<file path="config.mk">
export PLATFORM = sky130hd
export DESIGN_NAME = axi_zero_fill
export DESIGN_NICKNAME = d
export VERILOG_FILES = /design/src/rtl/axi_zero_fill.sv
export SDC_FILE = /design/constraint.sdc
export NUM_CORES = 1
export LEC_CHECK = 0
export BUFFER_PORTS_ARGS = -buffer_cell sky130_fd_sc_hd__buf_2
export CAP_MARGIN = 0
export CORE_MARGIN = 2
export CORE_UTILIZATION = 45
export CTS_CLUSTER_SIZE = 8
export DETAILED_ROUTE_END_ITERATION = 8
export MAX_ROUTING_LAYER = met4
export PLACE_DENSITY = 0.74
export SLEW_MARGIN = 10
export SYNTH_ARGS = -nofsm -noshare
export SYNTH_HDL_FRONTEND = slang
export SYNTH_SLANG_ARGS = --single-unit
export TNS_END_PERCENT = 5
</file>
<file path="constraint.sdc">
create_clock -name clk_i -period 6.06 [get_ports clk_i]
set_clock_uncertainty 0.2 [all_clocks]
set_input_delay 0.909 -clock clk_i [delete_from_list [all_inputs] [get_ports clk_i]]
set_output_delay 0.909 -clock clk_i [all_outputs]
set_load 0.02 [all_outputs]
</file>
<file path="src/rtl/axi_zero_fill.sv">
// axi_zero_fill: AXI4 manager that writes zeros over a contiguous region
// using INCR bursts. Bursts are capped at MaxBurstLen beats and never
// cross a 4 KiB page. At most MaxOutstanding AW handshakes may be waiting
// for their B response. No read traffic is ever issued.
//
// Ports:
//   clk_i, rst_i  clock, synchronous active-high reset
//   start_i       start request, only looked at while idle
//   addr_i        start byte address (low bits below the beat size are dropped)
//   len_i         number of beats to write
//   busy_o        high from the accepted start until done
//   done_o        one-cycle completion pulse
//   error_o       sticky SLVERR/DECERR indication, cleared by the next start
//   axi_req_o     AXI manager request
//   axi_resp_i    AXI manager response

package axi_zero_fill_pkg;
  localparam int unsigned AddrWidth = 32;
  localparam int unsigned DataWidth = 64;
  localparam int unsigned IdWidth   = 4;
  localparam int unsigned UserWidth = 1;

  typedef struct packed {
    logic [IdWidth-1:0]   id;
    logic [AddrWidth-1:0] addr;
    logic [7:0]           len;
    logic [2:0]           size;
    logic [1:0]           burst;
    logic                 lock;
    logic [3:0]           cache;
    logic [2:0]           prot;
    logic [3:0]           qos;
    logic [3:0]           region;
    logic [5:0]           atop;
    logic [UserWidth-1:0] user;
  } aw_chan_t;

  typedef struct packed {
    logic [DataWidth-1:0]   data;
    logic [DataWidth/8-1:0] strb;
    logic                   last;
    logic [UserWidth-1:0]   user;
  } w_chan_t;

  typedef struct packed {
    logic [IdWidth-1:0]   id;
    logic [1:0]           resp;
    logic [UserWidth-1:0] user;
  } b_chan_t;

  typedef struct packed {
    logic [IdWidth-1:0]   id;
    logic [AddrWidth-1:0] addr;
    logic [7:0]           len;
    logic [2:0]           size;
    logic [1:0]           burst;
    logic                 lock;
    logic [3:0]           cache;
    logic [2:0]           prot;
    logic [3:0]           qos;
    logic [3:0]           region;
    logic [UserWidth-1:0] user;
  } ar_chan_t;

  typedef struct packed {
    logic [IdWidth-1:0]   id;
    logic [DataWidth-1:0] data;
    logic [1:0]           resp;
    logic                 last;
    logic [UserWidth-1:0] user;
  } r_chan_t;

  typedef struct packed {
    aw_chan_t aw;
    logic     aw_valid;
    w_chan_t  w;
    logic     w_valid;
    logic     b_ready;
    ar_chan_t ar;
    logic     ar_valid;
    logic     r_ready;
  } axi_req_t;

  typedef struct packed {
    logic    aw_ready;
    logic    ar_ready;
    logic    w_ready;
    logic    b_valid;
    b_chan_t b;
    logic    r_valid;
    r_chan_t r;
  } axi_resp_t;
endpackage

module axi_zero_fill #(
  parameter type         axi_req_t      = axi_zero_fill_pkg::axi_req_t,
  parameter type         axi_resp_t     = axi_zero_fill_pkg::axi_resp_t,
  parameter int unsigned AddrWidth      = axi_zero_fill_pkg::AddrWidth,
  parameter int unsigned DataWidth      = axi_zero_fill_pkg::DataWidth,
  parameter int unsigned IdWidth        = axi_zero_fill_pkg::IdWidth,
  parameter int unsigned MaxBurstLen    = 16,
  parameter int unsigned MaxOutstanding = 4
) (
  input  logic                 clk_i,
  input  logic                 rst_i,
  input  logic                 start_i,
  input  logic [AddrWidth-1:0] addr_i,
  input  logic [AddrWidth-1:0] len_i,
  output logic                 busy_o,
  output logic                 done_o,
  output logic                 error_o,
  output axi_req_t             axi_req_o,
  input  axi_resp_t            axi_resp_i
);

  localparam int unsigned OffW = $clog2(DataWidth / 8);
  localparam int unsigned OutW = $clog2(MaxOutstanding + 1);
  localparam int unsigned PtrW = (MaxOutstanding > 1) ? $clog2(MaxOutstanding) : 1;
  // Width wide enough for both the remaining count and the 4 KiB page room.
  localparam int unsigned CW   = (AddrWidth > 13) ? AddrWidth : 13;
  localparam logic [AddrWidth-1:0] AlignMask =
    ~((AddrWidth'(1) << OffW) - AddrWidth'(1));
  localparam logic [IdWidth-1:0] AwId = '0;

  typedef enum logic [1:0] {IDLE, RUN, DONE} state_e;

  state_e               state_q, state_d;
  logic [AddrWidth-1:0] addr_q, addr_d;
  logic [AddrWidth-1:0] remaining_q, remaining_d;
  logic [OutW-1:0]      outstanding_q, outstanding_d;
  logic                 aw_valid_q, aw_valid_d;
  logic [AddrWidth-1:0] aw_addr_q, aw_addr_d;
  logic [7:0]           aw_len_q, aw_len_d;
  logic                 busy_q, busy_d;
  logic                 done_q, done_d;
  logic                 error_q, error_d;

  // W length FIFO: one entry (burst length - 1) per accepted AW.
  logic [7:0]           fifo_mem_q [MaxOutstanding];
  logic [PtrW-1:0]      wr_ptr_q, wr_ptr_d;
  logic [PtrW-1:0]      rd_ptr_q, rd_ptr_d;
  logic [OutW-1:0]      fifo_cnt_q, fifo_cnt_d;
  logic [7:0]           beat_cnt_q, beat_cnt_d;

  logic                 aw_hs, w_hs, b_hs, w_valid, w_last, fifo_pop;
  logic [12:0]          page_left;
  logic [CW-1:0]        room, beats_w;
  logic [8:0]           burst_beats;

  function automatic logic [PtrW-1:0] ptr_inc(input logic [PtrW-1:0] p);
    if (p == PtrW'(MaxOutstanding - 1)) return '0;
    return p + PtrW'(1);
  endfunction

  always_comb begin
    state_d       = state_q;
    addr_d        = addr_q;
    remaining_d   = remaining_q;
    outstanding_d = outstanding_q;
    aw_valid_d    = aw_valid_q;
    aw_addr_d     = aw_addr_q;
    aw_len_d      = aw_len_q;
    error_d       = error_q;
    wr_ptr_d      = wr_ptr_q;
    rd_ptr_d      = rd_ptr_q;
    fifo_cnt_d    = fifo_cnt_q;
    beat_cnt_d    = beat_cnt_q;

    aw_hs    = aw_valid_q & axi_resp_i.aw_ready;
    w_valid  = (fifo_cnt_q != '0);
    w_last   = (beat_cnt_q == fifo_mem_q[rd_ptr_q]);
    w_hs     = w_valid & axi_resp_i.w_ready;
    b_hs     = axi_resp_i.b_valid;
    fifo_pop = w_hs & w_last;

    // Beats left before the next 4 KiB boundary; addr_q is beat aligned so
    // this is always at least one.
    page_left = 13'd4096 - {1'b0, addr_q[11:0]};
    room      = CW'(page_left >> OffW);
    beats_w   = CW'(MaxBurstLen);
    if (CW'(remaining_q) < beats_w) beats_w = CW'(remaining_q);
    if (room < beats_w)             beats_w = room;

    burst_beats = {1'b0, aw_len_q} + 9'd1;

    unique case (state_q)
      IDLE: begin
        if (start_i) begin
          error_d = 1'b0;
          if (len_i != '0) begin
            state_d     = RUN;
            addr_d      = addr_i & AlignMask;
            remaining_d = len_i;
          end else begin
            state_d = DONE;
          end
        end
      end

      RUN: begin
        // AW is raised from registered state only, so its fields stay put
        // until the handshake; the address advances at the handshake.
        if (aw_hs) begin
          aw_valid_d  = 1'b0;
          addr_d      = addr_q + (AddrWidth'(burst_beats) << OffW);
          remaining_d = remaining_q - AddrWidth'(burst_beats);
          wr_ptr_d    = ptr_inc(wr_ptr_q);
        end else if (!aw_valid_q && remaining_q != '0 &&
                     outstanding_q < OutW'(MaxOutstanding) &&
                     fifo_cnt_q < OutW'(MaxOutstanding)) begin
          aw_valid_d = 1'b1;
          aw_addr_d  = addr_q;
          aw_len_d   = beats_w[7:0] - 8'd1;
        end

        if (w_hs) begin
          if (w_last) begin
            beat_cnt_d = '0;
            rd_ptr_d   = ptr_inc(rd_ptr_q);
          end else begin
            beat_cnt_d = beat_cnt_q + 8'd1;
          end
        end

        if (b_hs && axi_resp_i.b.resp[1]) error_d = 1'b1;

        unique case ({aw_hs, b_hs})
          2'b10:   outstanding_d = outstanding_q + OutW'(1);
          2'b01:   outstanding_d = outstanding_q - OutW'(1);
          default: outstanding_d = outstanding_q;
        endcase

        unique case ({aw_hs, fifo_pop})
          2'b10:   fifo_cnt_d = fifo_cnt_q + OutW'(1);
          2'b01:   fifo_cnt_d = fifo_cnt_q - OutW'(1);
          default: fifo_cnt_d = fifo_cnt_q;
        endcase

        if (remaining_q == '0 && fifo_cnt_q == '0 && outstanding_q == '0)
          state_d = DONE;
      end

      DONE: state_d = IDLE;

      default: state_d = IDLE;
    endcase

    busy_d = (state_d == RUN);
    done_d = (state_d == DONE);
  end

  always_ff @(posedge clk_i) begin
    if (rst_i) begin
      state_q       <= IDLE;
      addr_q        <= '0;
      remaining_q   <= '0;
      outstanding_q <= '0;
      aw_valid_q    <= 1'b0;
      aw_addr_q     <= '0;
      aw_len_q      <= '0;
      busy_q        <= 1'b0;
      done_q        <= 1'b0;
      error_q       <= 1'b0;
      wr_ptr_q      <= '0;
      rd_ptr_q      <= '0;
      fifo_cnt_q    <= '0;
      beat_cnt_q    <= '0;
    end else begin
      state_q       <= state_d;
      addr_q        <= addr_d;
      remaining_q   <= remaining_d;
      outstanding_q <= outstanding_d;
      aw_valid_q    <= aw_valid_d;
      aw_addr_q     <= aw_addr_d;
      aw_len_q      <= aw_len_d;
      busy_q        <= busy_d;
      done_q        <= done_d;
      error_q       <= error_d;
      wr_ptr_q      <= wr_ptr_d;
      rd_ptr_q      <= rd_ptr_d;
      fifo_cnt_q    <= fifo_cnt_d;
      beat_cnt_q    <= beat_cnt_d;
    end
  end

  // FIFO storage carries no reset; entries are only read after being written.
  always_ff @(posedge clk_i) begin
    if (aw_hs && state_q == RUN) fifo_mem_q[wr_ptr_q] <= aw_len_q;
  end

  always_comb begin
    axi_req_o          = '0;
    axi_req_o.aw.id    = AwId;
    axi_req_o.aw.addr  = aw_addr_q;
    axi_req_o.aw.len   = aw_len_q;
    axi_req_o.aw.size  = 3'(OffW);
    axi_req_o.aw.burst = 2'b01;
    axi_req_o.aw_valid = aw_valid_q;
    axi_req_o.w.data   = '0;
    axi_req_o.w.strb   = '1;
    axi_req_o.w.last   = w_last;
    axi_req_o.w_valid  = w_valid;
    axi_req_o.b_ready  = 1'b1;
    axi_req_o.ar_valid = 1'b0;
    axi_req_o.r_ready  = 1'b1;
  end

  assign busy_o  = busy_q;
  assign done_o  = done_q;
  assign error_o = error_q;

  // Read data, B id and the ready signals of unused channels are ignored.
  logic unused_resp;
  assign unused_resp = ^axi_resp_i;

endmodule

</file>
==> impl_summary.txt <==
----------------------------------------------------
[Run status]
  Status ... finished clean

[Die]
  Die Outline Area ... 23700 um^2
  Core Footprint ... 22000 um^2
  Horiz. Die Dim ... 154 um
  Site Rows ... 54
  Die H ... 154 um
  Initial standard-cell utilization of the core ... 46.1%
  Number of I/O pins ... 371

[Timing]
  Highest clock frequency the design can meet ... 192 MHz
  Slew headroom ... 31.2%
  Least-Margin Pin Slew ... 1.03 ns
  RSZ-0062 raised after global routing ... no
  Setup slack of the critical path after layout ... 0.838 ns
  Final count of hold timing violations ... 0
  Final setup fails ... 0
  Final critical path time including I/O delays and setup ... 5.22 ns
  Pins Over Slew Limit ... 0
  Final worst path period share ... 86.2%
  Post-route worst hold slack ... 0.252 ns
  Total negative setup slack ... 0 ns

[Yosys]
  Sequential cell area fraction in the yosys report ... 34.1%
  Top cells by area, synth ... sky130_fd_sc_hd__dfxtp_1, sky130_fd_sc_hd__buf_4, sky130_fd_sc_hd__edfxtp_1, sky130_fd_sc_hd__nand2_1, sky130_fd_sc_hd__ha_1
  Cell variety after synth ... 68
  Syn Inst Count ... 1212
  Ys async rst share ... 0%
  Register bit total from synthesis ... 156
  Number of flops mapped to enable cells by yosys ... 32
  Mean instance size in the synthesized netlist ... 8.34 um^2
  Yosys top cell area share ... 24.5%
  Synthesized area ... 10100 um^2
  Leading area contributor after synthesis ... sky130_fd_sc_hd__dfxtp_1
  Total of warnings raised by yosys ... 0
  Flip-flop cell with the highest count after synthesis ... sky130_fd_sc_hd__dfxtp_1

[Detailed routing]
  Total via count after detailed routing ... 8445
  DR vias/cell ... 5.33
  Average wire length per cell after detail routing ... 15.7 um
  DRC viols ... 0
  Length of the first detailed-routing pass in iterations ... 5
  DR iter-0 viols ... 522
  Count of antenna-violating nets left after detailed routing ... 0
  Routed wire length ... 24900 um

[Setup path]
  Critical Path Start Type ... flip-flop
  Path type of the worst setup path ... reg -> reg
  Critical Path Sink Type ... flip-flop
  Worst endpoint required time ... 6.20 ns
  Worst EP arrival ... 5.36 ns
  Maximum fanout along the worst path ... 11

[Final layout]
  Highest-count cells in the layout ignoring fill and taps ... sky130_fd_sc_hd__conb_1, sky130_fd_sc_hd__nand2_1, sky130_fd_sc_hd__dfxtp_1
  Net total in the final layout ... 1486
  Most frequent standard cell in the layout excluding fill and tap cells ... sky130_fd_sc_hd__conb_1
  Final instance area ... 10800 um^2
  Share of post-route cells with drive strength above 1 ... 13.7%
  Layout overhead on the synthesized area ... 6.78%
  Diodes inserted ... 0

[Clocking]
  Number of buffers between clock root and the deepest sink ... 2
  Sink count of the clock tree ... 156
  Number of setup buffers added after CTS ... 0
  Clock latency reported for the late side of the worst-skew pair ... 0.43 ns
  CTS tree ... yes
  Maximum level of the CTS H-tree ... 4
  CTS resizes ... 0
  Root Driver ... sky130_fd_sc_hd__clkbuf_16
  Cts bufs inserted ... 17
  CTS Hold Buffers Added ... 0
  Clock slew at reported path FFs ... 0.07 ns

[Placement]
  Placed inst area ... 10200 um^2
  Post-detail-place hpwl ... 18200 um
  Dpl ws ... 0.928 ns
  Number of port buffers ... 110
  RD Place Congestion ... 0.910

[Pwr]
  Portion of total power attributed to sequential cells ... 38.3%
  Clock network fraction of design power ... 35.2%
  Switching component of the power ... 1.07 mW
  Internal cell power ... 2.10 mW
  Switching Share ... 33.8%
  P_leak ... 4.46 nW
  Logic pwr share ... 26.5%
  Power density normalized to cell area ... 293 nW/um^2
  Max VDD drop ... 170 uV

[Global route]
  Total Routing Usage GR ... 21.3%
  Number of antenna violations at the first check in global routing ... 0
  Wire length of the first global-routing pass ... 39200 um
  Vias in the first global route ... 7525
  Largest net degree at the start of global routing ... 95
  Total grt overflow ... 0

[Min path]
  Type of the most critical hold path ... reg -> reg

[Flow run]
  Number of max-capacitance violations reported ... 0

----------------------------------------------------
[synth_stat cells, drive strengths merged (10+ instances only)]
master / count
buf: 189
nand2: 149
dfxtp: 124
nor2: 99
a21oi: 74
o21ai: 51
clkbuf: 50
ha: 39
nor3: 35
edfxtp: 32
inv: 32
xnor2: 32
nand3: 30
a211oi: 19
or3: 17
nor4: 16
xor2: 15
nand4: 14
o211ai: 11
a311oi: 10
a31oi: 10
and2: 10
o31a: 10
[layout make-up]
cell class,instances,area (um^2)
clock inverters,11,141
repair buffers,120,626
well taps,280,350
clock buffers,21,472
flip-flops and latches,156,3440
inverters,34,133
fillers,2071,11200
multi-input cells,963,5630
[layer usage]
layer	GRT usage, %	routed length (um)	vias up
met2	33.5	11800	340
li1	-	-	4097
met5	-	0	-
met3	3.72	1710	46
met4	6.19	488	0
met1	28.2	10900	3962
[through the flow]
step | std cells | power, mW | util (%)
4_1_cts | 1585 | 3.16 | 49.2
5_1_grt | 1585 | 3.32 | 49.2
3_5_place_dp | 1553 | 2.06 | 46.4
3_3_place_gp | 1553 | 2.04 | 46.4
2_1_floorplan | 1392 | 1.95 | -
6_report | 1585 | 3.17 | 49.2
[worst max-delay path, stage by stage (launching register included)]
cell and delay [ns]:
sky130_fd_sc_hd__dfxtp_1 0.37, sky130_fd_sc_hd__or4_4 0.58, sky130_fd_sc_hd__or3_4 0.41, sky130_fd_sc_hd__or4_4 0.60, sky130_fd_sc_hd__clkinv_4 0.13, sky130_fd_sc_hd__nand2_1 0.08, sky130_fd_sc_hd__ha_1 0.30, sky130_fd_sc_hd__a21o_1 0.18
sky130_fd_sc_hd__a2111oi_0 0.76, sky130_fd_sc_hd__a31oi_4 0.31, sky130_fd_sc_hd__mux2i_1 0.27, sky130_fd_sc_hd__ha_1 0.31, sky130_fd_sc_hd__nand2_1 0.08, sky130_fd_sc_hd__nor2_1 0.13, sky130_fd_sc_hd__xor2_1 0.15, sky130_fd_sc_hd__o21ai_0 0.09
sky130_fd_sc_hd__o31ai_1 0.18
[logic make-up after synthesis]
| kind of cell | Yosys count | share of synthesized area (%) |
|---|---|---|
| compound gates | 260 | 17.2 |
| xor+xnor | 47 | 4.07 |
| fa+ha+maj | 43 | 5.62 |
| buf+inv | 273 | 17.1 |
| flops | 156 | 34.1 |
| mux | 19 | 2.90 |
| other cells | 2 | 0.0743 |
| simple gates | 412 | 19.0 |
[power groups by stage]
stage / clock [mW] / sequential, mW / combinational (mW)
after floorplan: 0 / 1.22 / 0.733
after global placement: 0 / 1.23 / 0.812
after detailed placement: 0 / 1.23 / 0.825
after CTS: 1.12 / 1.21 / 0.830
after global routing: 1.16 / 1.22 / 0.937
final: 1.11 / 1.21 / 0.841
[state kept, by name (all words and copies together) (netlist names), named ones only]
signal,flops
wr_ptr_q,2
aw_len_q,8
rd_ptr_q,2
aw_valid_q,1
addr_q,29
fifo_mem_q,32
aw_addr_q,29
outstanding_q,3
fifo_cnt_q,3
state_q,2
error_o,1
busy_o,1
beat_cnt_q,8
remaining_q,32
done_o,1
[worst paths after layout]
kind         cells past startpoint             from  slack, ns           end
max                             16  remaining_q[13]       0.84   aw_len_q[4]
min                              2     aw_addr_q[5]       0.25  aw_addr_q[5]
max reg2reg                     16  remaining_q[13]       0.84   aw_len_q[4]
min reg2reg                      2     aw_addr_q[5]       0.25  aw_addr_q[5]
No activity file was read; power rests on OpenSTA's default activity.
